## src/rtl/mul_seq.sv

```systemverilog
// rtl/mul_seq.sv - operand FIFO and start/fin sequencer in front of a 4x4 shift-add multiplier
// Optional watchdog: define MUL_SEQ_TIMEOUT_EN.
// Ports:
//   clk, n_rst                                   clock, asynchronous active-low reset
//   in_valid, in_ready, in_a, in_b               operand pair push port
//   mul_multiplier, mul_multiplicand, mul_start  operands and start to the multiplier
//   mul_fin, mul_product                         multiplier done level and result
//   out_valid, out_ready, out_product            result port
//   level                                        FIFO occupancy
//   err                                          sticky watchdog flag (0 without the watchdog)
module mul_seq #(
  parameter int DEPTH   = 4,
  parameter int TIMEOUT = 15
) (
  input  logic                    clk,
  input  logic                    n_rst,
  input  logic                    in_valid,
  output logic                    in_ready,
  input  logic [3:0]              in_a,
  input  logic [3:0]              in_b,
  output logic [3:0]              mul_multiplier,
  output logic [3:0]              mul_multiplicand,
  output logic                    mul_start,
  input  logic                    mul_fin,
  input  logic [7:0]              mul_product,
  output logic                    out_valid,
  input  logic                    out_ready,
  output logic [7:0]              out_product,
  output logic [$clog2(DEPTH):0]  level,
  output logic                    err
);
  localparam int AW = $clog2(DEPTH);
  localparam int LW = AW + 1;

  if (DEPTH < 2 || DEPTH > 16 || (DEPTH & (DEPTH - 1)) != 0 || TIMEOUT < 1 || TIMEOUT > 255)
  begin : g_bad_param
    $error("mul_seq: DEPTH must be a power of two in 2..16 and TIMEOUT in 1..255");
  end

  typedef enum logic [1:0] {S_IDLE, S_LOAD, S_RUN, S_HOLD} state_t;

  state_t         state_q, state_d;
  logic [7:0]     fifo_mem [DEPTH];
  logic [AW-1:0]  wr_ptr, rd_ptr;
  logic [LW-1:0]  count_q;
  logic           push, pop, capture;
  logic           full;
  logic           fin_q, fin_rise;
  logic           wd_expired;
  logic [3:0]     a_q, b_q;
  logic [7:0]     prod_q;

  // A push while full is refused even when a pop happens in the same
  // cycle, so in_ready depends on occupancy alone.
  assign full     = (count_q == LW'(DEPTH));
  assign in_ready = !full;
  assign push     = in_valid && !full;
  assign level    = count_q;

  // Only a 0->1 edge counts, so a fin left high from a previous
  // operation cannot complete the next one.
  assign fin_rise = mul_fin && !fin_q;

  assign mul_multiplier   = a_q;
  assign mul_multiplicand = b_q;
  assign mul_start        = (state_q == S_RUN);
  assign out_valid        = (state_q == S_HOLD);
  assign out_product      = prod_q;

  always_comb begin
    state_d = state_q;
    pop     = 1'b0;
    capture = 1'b0;
    case (state_q)
      S_IDLE: begin
        if (count_q != '0) begin
          pop     = 1'b1;
          state_d = S_LOAD;
        end
      end
      S_LOAD: state_d = S_RUN;
      S_RUN: begin
        if (fin_rise) begin
          capture = 1'b1;
          state_d = S_HOLD;
        end else if (wd_expired) begin
          state_d = S_IDLE;
        end
      end
      S_HOLD: begin
        if (out_ready) state_d = S_IDLE;
      end
      default: state_d = S_IDLE;
    endcase
  end

  always_ff @(posedge clk) begin
    if (push) fifo_mem[wr_ptr] <= {in_a, in_b};
  end

  always_ff @(posedge clk or negedge n_rst) begin
    if (!n_rst) begin
      wr_ptr  <= '0;
      rd_ptr  <= '0;
      count_q <= '0;
    end else begin
      if (push) wr_ptr <= wr_ptr + AW'(1);
      if (pop)  rd_ptr <= rd_ptr + AW'(1);
      case ({push, pop})
        2'b10:   count_q <= count_q + LW'(1);
        2'b01:   count_q <= count_q - LW'(1);
        default: count_q <= count_q;
      endcase
    end
  end

  always_ff @(posedge clk or negedge n_rst) begin
    if (!n_rst) begin
      state_q <= S_IDLE;
      fin_q   <= 1'b0;
      a_q     <= '0;
      b_q     <= '0;
      prod_q  <= '0;
    end else begin
      state_q <= state_d;
      fin_q   <= mul_fin;
      if (pop)     {a_q, b_q} <= fifo_mem[rd_ptr];
      if (capture) prod_q     <= mul_product;
    end
  end

`ifdef MUL_SEQ_TIMEOUT_EN
  logic [7:0] wd_cnt;
  logic       err_q;

  // wd_cnt holds the number of completed RUN cycles, so the expiry
  // decision in the TIMEOUT-th RUN cycle compares against TIMEOUT-1.
  assign wd_expired = (wd_cnt == 8'(TIMEOUT - 1));
  assign err        = err_q;

  always_ff @(posedge clk or negedge n_rst) begin
    if (!n_rst) begin
      wd_cnt <= '0;
      err_q  <= 1'b0;
    end else begin
      if (state_q == S_LOAD)     wd_cnt <= '0;
      else if (state_q == S_RUN) wd_cnt <= wd_cnt + 8'd1;
      if (state_q == S_RUN && !fin_rise && wd_expired) err_q <= 1'b1;
    end
  end
`else
  assign wd_expired = 1'b0;
  assign err        = 1'b0;
`endif

endmodule
```

## config.mk

```make
export PLATFORM = sky130hd
export DESIGN_NAME = mul_seq
export DESIGN_NICKNAME = d
export VERILOG_FILES = /design/src/rtl/mul_seq.sv
export SDC_FILE = /design/constraint.sdc
export NUM_CORES = 1
export LEC_CHECK = 0
export CORE_AREA = 4 4 88 90
export DETAILED_ROUTE_END_ITERATION = 10
export DIE_AREA = 0 0 92 94
export HOLD_SLACK_MARGIN = 0.06
export PLACE_DENSITY = 0.63
export REMOVE_ABC_BUFFERS = 1
export SLEW_MARGIN = 20
export SYNTH_ARGS = -nofsm -noshare
export SYNTH_HDL_FRONTEND = slang
export SYNTH_SLANG_ARGS = --single-unit
```

## constraint.sdc

```tcl
create_clock -name clk -period 2.65 [get_ports clk]
set_input_delay 0.3975 -clock clk [delete_from_list [all_inputs] [get_ports clk]]
set_output_delay 0.3975 -clock clk [all_outputs]
set_load 0.02 [all_outputs]
```

==> flow_metrics.py, run 1 <==
metrics = {
    "sta": {
        "finalHoldViolCount": 0,
        "max_freq_mhz": 444.2,
        "rsz0062_at_grt": "no",
        "finalCriticalPeriod_ns": 2.251,
        "worstMarginPinSlew_ns": 0.6146,
        "final.period_utilization_pct": 84.96,
        "slew_headroom_pct": 59.03,
        "finalSetupTns_ns": 0,
        "holdWs_ns": 0.4419,
        "finalSetupViolCount": 0,
        "skew_ns": 0.01071,
        "drv_slew": 0,
    },
    "floorplan": {
        "fp.dieW_um": 92,
        "core-area_mm2": 0.007059,
        "ios": 44,
        "die_h_um": 94,
        "start_util_pct": 33.61,
        "placement_rows": 31,
        "design.die.area_mm2": 0.008648,
    },
    "worst_setup_path": {
        "critPathRequiredTime_ns": 2.89,
        "endpoint_kind": "flop",
        "rrSetupSlack_ns": 0.40,
        "cp-start-kind": "flop",
        "reg2regPathDepth": 9,
        "cp_max_fo": 6,
        "rr_startpoint": "level[0]",
        "worstSetupPathType": "reg2reg",
        "regToRegEndpoint": "level[2]",
        "crit_arrival_ns": 2.50,
    },
    "placed_design": {
        "dp_hpwl_um": 2956,
        "portBuffers": 42,
        "placed_area_mm2": 0.002908,
        "place_congestion": 0.6932,
        "dp.cells": 285,
    },
    "grt": {
        "grt_max_degree": 27,
        "grt_pass1_wl_um": 6748,
        "track_usage_pct": 10.65,
        "grt_overflow": 0,
        "grt_antenna_before_repair": 0,
        "grt_pass1_vias": 1337,
    },
    "yosys": {
        "yosysWarnings": 0,
        "synth_top_family_by_area": "multiplexers",
        "synthSimpleGateAreaFrac_pct": 7.173,
        "synth_area_mm2": 0.002372,
        "muxShareOfSynthArea_pct": 13.34,
        "synth_compound_area_share_pct": 1.319,
        "synthAdderAreaFrac_pct": 5.591,
        "synth_xor_area_share_pct": 2.215,
        "ys_seq_area_share_pct": 67.93,
        "synth-seq-cells": 58,
        "synth_area_per_cell_um2": 16.25,
        "synthCells": 146,
        "synth.distinct_cells": 26,
    },
    "routing": {
        "wl_per_cell_um": 14.10,
        "drc_errors": 0,
        "drt_iter0_markers": 37,
        "ant_nets": 0,
        "first_pass_iters": 4,
        "via_per_inst": 4.296,
        "num_vias": 1293,
        "routed_wl_um": 4245,
    },
    "cells_and_area": {
        "multi_input_area_um2": 706.9,
        "layout.nets": 228,
        "area_growth_syn_to_layout_pct": 30.38,
        "final_util_pct": 43.81,
        "layout_common_cells": "clkdlybuf4s50_1, edfxtp_1, dfrtp_1",
        "nFillCells": 671,
        "layout_commonest_cell": "clkdlybuf4s50_1",
        "stdcell_count": 301,
        "final_layout_size_suffix_gt1_share_pct": 20.30,
        "diodes": 0,
        "design_area_mm2": 0.003093,
        "seqCellArea_mm2": 0.001612,
    },
    "clock_network": {
        "ctsLongestPathBuffers": 2,
        "clkLatencyLatePin_ns": 0.33,
        "cts_tree": "built",
        "cts.sinks": 58,
        "clkTransAtPathRegs_ns": 0.06,
        "cts-hold-fix-buffers": 0,
        "post_cts_buffers": 0,
        "cts_made_buffers": 9,
        "cts_resized": 0,
        "root_buffer": "clkbuf_8",
        "h-tree-depth": 3,
    },
    "job": {
        "cap_violations": 0,
    },
    "pwr": {
        "power_density_mw_per_mm2": 1189,
        "p_leak_nw": 1.243,
        "ir_drop_mv": 0.3717,
    },
    "outcome": {
        "outcome": "complete, no violations",
    },
    "worst_hold_path": {
        "hold_class": "in2async",
    },
}
-- sequential cells by signal, indices dropped and copies added (netlist names) --
register and cells:
wr_ptr 2, mul_multiplicand 4, fifo_mem 32, level 3
state_q 2, mul_multiplier 4, fin_q 1, rd_ptr 2
out_product 8
-- through the flow --
step | setup slack, ns | power, mW
after detailed placement | 0.3834 | 2.962
after CTS | 0.3680 | 3.743
after floorplan | 0.3689 | 2.377
after global routing | 0.2978 | 3.921
after global placement | 0.4577 | 2.937
final | 0.3986 | 3.677
-- power breakdown --
part           switching [mW]  total, mW  internal [mW]  leakage, nW
Combinational           0.686       1.42          0.733        0.540
Sequential              0.223       1.49           1.27        0.605
Clock                   0.341      0.768          0.427       0.0974
-- metal layers --
metal | vias up | share of wire (%) | track usage, %
li1 | 622 | - | -
met1 | 614 | 47 | 13.09
met2 | 45 | 45 | 16.42
met3 | 12 | 6.3 | 3.686
met4 | 0 | 2.3 | 5.941
met5 | - | 0 | 0
-- cells in the mapped netlist --
cell      count  area share [%]
a222oi_1      1            0.42
and2_4        1            0.37
and3_2        4             1.3
buf_2         1            0.21
buf_4         1            0.32
clkbuf_1      1            0.16
conb_1        1            0.16
dfrtp_1      26              27
edfxtp_1     32              41
fa_1          1            0.84
ha_1          9             4.7
inv_1         9             1.4
inv_2         1            0.16
mux2_2        9             4.3
mux2_4        1            0.63
mux2i_1       2            0.84
mux4_2        8             7.6
nand2_1      25             4.0
nand2b_1      1            0.26
nand3b_1      1            0.32
nor2_1        2            0.32
nor3_1        1            0.21
o31ai_4       1            0.90
or3b_4        1            0.47
xnor2_1       4             1.5
xor2_1        2            0.74
-- critical path, cell delays in order, from the launching register on --
cell     delay, ns
dfrtp_1       0.46
or3b_4        0.45
and2_4        0.19
inv_1         0.06
ha_1          0.17
inv_1         0.06
fa_1          0.37
xor2_1        0.15
nor2_1        0.11
xor2_1        0.16
-- worst max path at each step --
stage | start | to | slack (ns)
floorplan | level[2] | level[2] | 0.37
global placement | level[0] | level[2] | 0.46
detailed placement | level[0] | level[2] | 0.38
CTS | level[0] | level[2] | 0.37
global route | level[0] | level[2] | 0.30
finish | level[0] | level[2] | 0.40
-- logic make-up after synthesis --
| group | after synthesis |
|---|---|
| buffers and inverters | 13 |
| xor gates and xnor gates | 6 |
| adders and majority gates | 10 |
| other | 1 |
| AOI/OAI and AO/OA | 2 |
| DFF | 58 |
| muxes | 20 |
| and+or+nand+nor | 36 |
-- final cells by class --
| cell class | instances | share of cell area [%] |
|---|---|---|
| tap | 99 | 4.005 |
| clock buffer | 10 | 4.126 |
| timing repair buffer | 43 | 13.83 |
| inverter | 10 | 1.214 |
| clock inverter | 6 | 1.861 |
| sequential | 58 | 52.10 |
| multi-input combinational | 75 | 22.86 |
Note: power is estimated with default switching activity, not from simulation.
==> run 2: changes to the inputs <==
- PLACE_DENSITY: 0.63 -> 0.65
- clock period: 2.65 -> 2 ns (I/O delays scaled with it)
==> run 2 against run 1 <==
Against the previous run:
- clock-buffer cell count stayed put
- die area stayed put
- cell count grew 3.7%
- flip-flop and latch count is the same
- first-iteration DRC count shrank 14%
- clock power grew 47%
- largest cell class unchanged
- clock skew shrank 0.0049 ns
- setup slack worse by 0.34 ns
- final area up 4.0%
- utilization rose by 1.8 points
- via count grew 1.5%
==> flow_metrics.py, run 2 (synthesized netlist as in run 1, its figures left out) <==
metrics = {
    "clock_network": {
        "clkTransAtPathRegs_ns": 0.06,
        "cts-hold-fix-buffers": 0,
        "cts_tree": "built",
        "root_buffer": "clkbuf_8",
        "ctsLongestPathBuffers": 2,
        "h-tree-depth": 3,
        "clkLatencyLatePin_ns": 0.33,
        "cts_made_buffers": 9,
        "cts.sinks": 58,
    },
    "worst_setup_path": {
        "crit_path_frequent_cell": "xor2_1",
        "critPathRequiredTime_ns": 2.26,
        "crit_family": "simple AND/OR/NAND/NOR gates",
        "cp_slowest_stage_delay_ns": 0.40,
        "cp_max_fo": 2,
        "cp_num_buf_inv": 2,
        "crit_arrival_ns": 2.20,
        "cp-start-kind": "flop",
        "worstSetupPathType": "reg2reg",
        "endpoint_kind": "flop",
        "reg2regPathDepth": 9,
        "worstPathCellList": "or3b_4 -> and2_4 -> inv_4 -> ha_4 -> inv_2 -> fa_2 -> xor2_1 -> nor2_1 -> xor2_1",
        "cp_slowest_cell": "or3b_4",
        "critical_path_depth": 9,
    },
    "grt": {
        "grt_overflow": 0,
        "grt_pass1_wl_um": 6817,
        "track_usage_pct": 10.58,
        "grt_max_degree": 27,
        "grt_antenna_before_repair": 0,
        "grt_pass1_vias": 1385,
    },
    "placed_design": {
        "dp.cells": 295,
        "place_ws_ns": -0.05897,
        "dp_hpwl_um": 2902,
        "placed_area_mm2": 0.002983,
        "place_congestion": 0.7581,
        "portBuffers": 42,
    },
    "sta": {
        "final.period_utilization_pct": 96.90,
        "finalCriticalPeriod_ns": 1.938,
        "finalSetupTns_ns": 0,
        "final.setup.worst_slack_ns": 0.06194,
        "finalHoldViolCount": 0,
        "finalSetupViolCount": 0,
        "max_freq_mhz": 516.0,
        "rsz0062_at_grt": "yes",
        "skew_ns": 0.005775,
        "drv_slew": 0,
    },
    "routing": {
        "via_per_inst": 4.205,
        "wl_per_cell_um": 13.06,
        "m1WireLength_um": 1807,
        "drc_errors": 0,
        "drt_iter0_markers": 32,
        "maxUsedRoutingLayer": "met4",
        "num_vias": 1312,
        "ant_nets": 0,
        "first_pass_iters": 4,
        "wl_met2_um": 1912,
        "met3WireLength_um": 279,
        "routed_wl_um": 4074,
    },
    "cells_and_area": {
        "layout_common_cells": "clkdlybuf4s50_1, edfxtp_1, dfrtp_1",
        "layout.nets": 239,
        "design_area_mm2": 0.003217,
        "final_util_pct": 45.57,
        "stdcell_count": 312,
        "area_growth_syn_to_layout_pct": 35.60,
        "largest_reg_flops": 32,
        "top_register": "fifo_mem",
        "diodes": 0,
        "layout_commonest_cell": "clkdlybuf4s50_1",
        "final_layout_size_suffix_gt1_share_pct": 26.76,
    },
    "worst_hold_path": {
        "hold_class": "in2async",
    },
    "pwr": {
        "power_density_mw_per_mm2": 1599,
        "ir_drop_mv": 0.7072,
        "p_leak_nw": 1.302,
    },
    "outcome": {
        "outcome": "complete, no violations",
    },
    "job": {
        "cap_violations": 0,
    },
    "floorplan": {
        "core-area_mm2": 0.007059,
        "fp.dieW_um": 92,
        "ios": 44,
        "die_h_um": 94,
        "placement_rows": 31,
        "start_util_pct": 33.61,
        "design.die.area_mm2": 0.008648,
    },
}
-- run 2: cell count changes in the layout (fill, tap and decap cells not counted), sizes merged --
cell           before  now
dlygate4sd2         0    2
buf                 1   12
clkdlybuf4s50      42   40
bufinv              1    2
clkinv              5    3
clkinvlp            0    1
-- run 2: layer usage --
metal | track usage (%) | vias up
met5 | 0 | -
met4 | 5.198 | 0
li1 | - | 638
met3 | 4.808 | 10
met2 | 16.85 | 45
met1 | 12.10 | 619
-- run 2: area by class of cell --
type,instances,area [µm²]
fillers,644,3842
flip-flops and latches,58,1612
repair buffers,54,508.0
clock buffers,10,127.6
well taps,99,123.9
inverters,10,40.04
multi-input cells,75,724.4
clock inverters,6,81.33
-- run 2: path summary, 6_finish.rpt --
check                           slack (ns)           startpoint             endpoint
worst max-delay path                  0.06             level[1]             level[2]
worst min-delay path                  0.35                n_rst       out_product[5]
worst max register to register        0.06             level[1]             level[2]
worst min register to register        0.47  mul_multiplicand[2]  mul_multiplicand[2]
max in group asynchronous             1.40                n_rst            rd_ptr[1]
min in group clk                      0.47  mul_multiplicand[2]  mul_multiplicand[2]
-- run 2: what timing repair did --
| action | CTS | global route |
|---|---|---|
| endpoints found under the setup margin | 3 | 1 |
| gates resized for setup | 6 | 3 |
| setup buffers | 1 | 0 |
| pin swaps | 5 | 1 |
| gates cloned | 0 | 0 |
-- run 2: where the power goes --
part	switching [mW]	total (mW)	internal, mW
Sequential	0.190	1.87	1.68
Clock	0.434	1.13	0.692
Combinational	1.05	2.15	1.11
-- run 2: worst reg2reg max path, cell delays in order, from the launching register on --
cell     delay, ns
dfrtp_1       0.37
or3b_4        0.40
and2_4        0.16
inv_4         0.05
ha_4          0.12
inv_2         0.04
fa_2          0.32
xor2_1        0.15
nor2_1        0.11
xor2_1        0.14
-- run 2: through the flow --
step | hold slack, ns | total power [mW]
finish | 0.3481 | 5.145
global placement | 0.4577 | 3.989
CTS | 0.3461 | 5.204
floorplan | 0.004409 | 3.149
detailed placement | 0.4639 | 4.035
global route | 0.3589 | 5.503
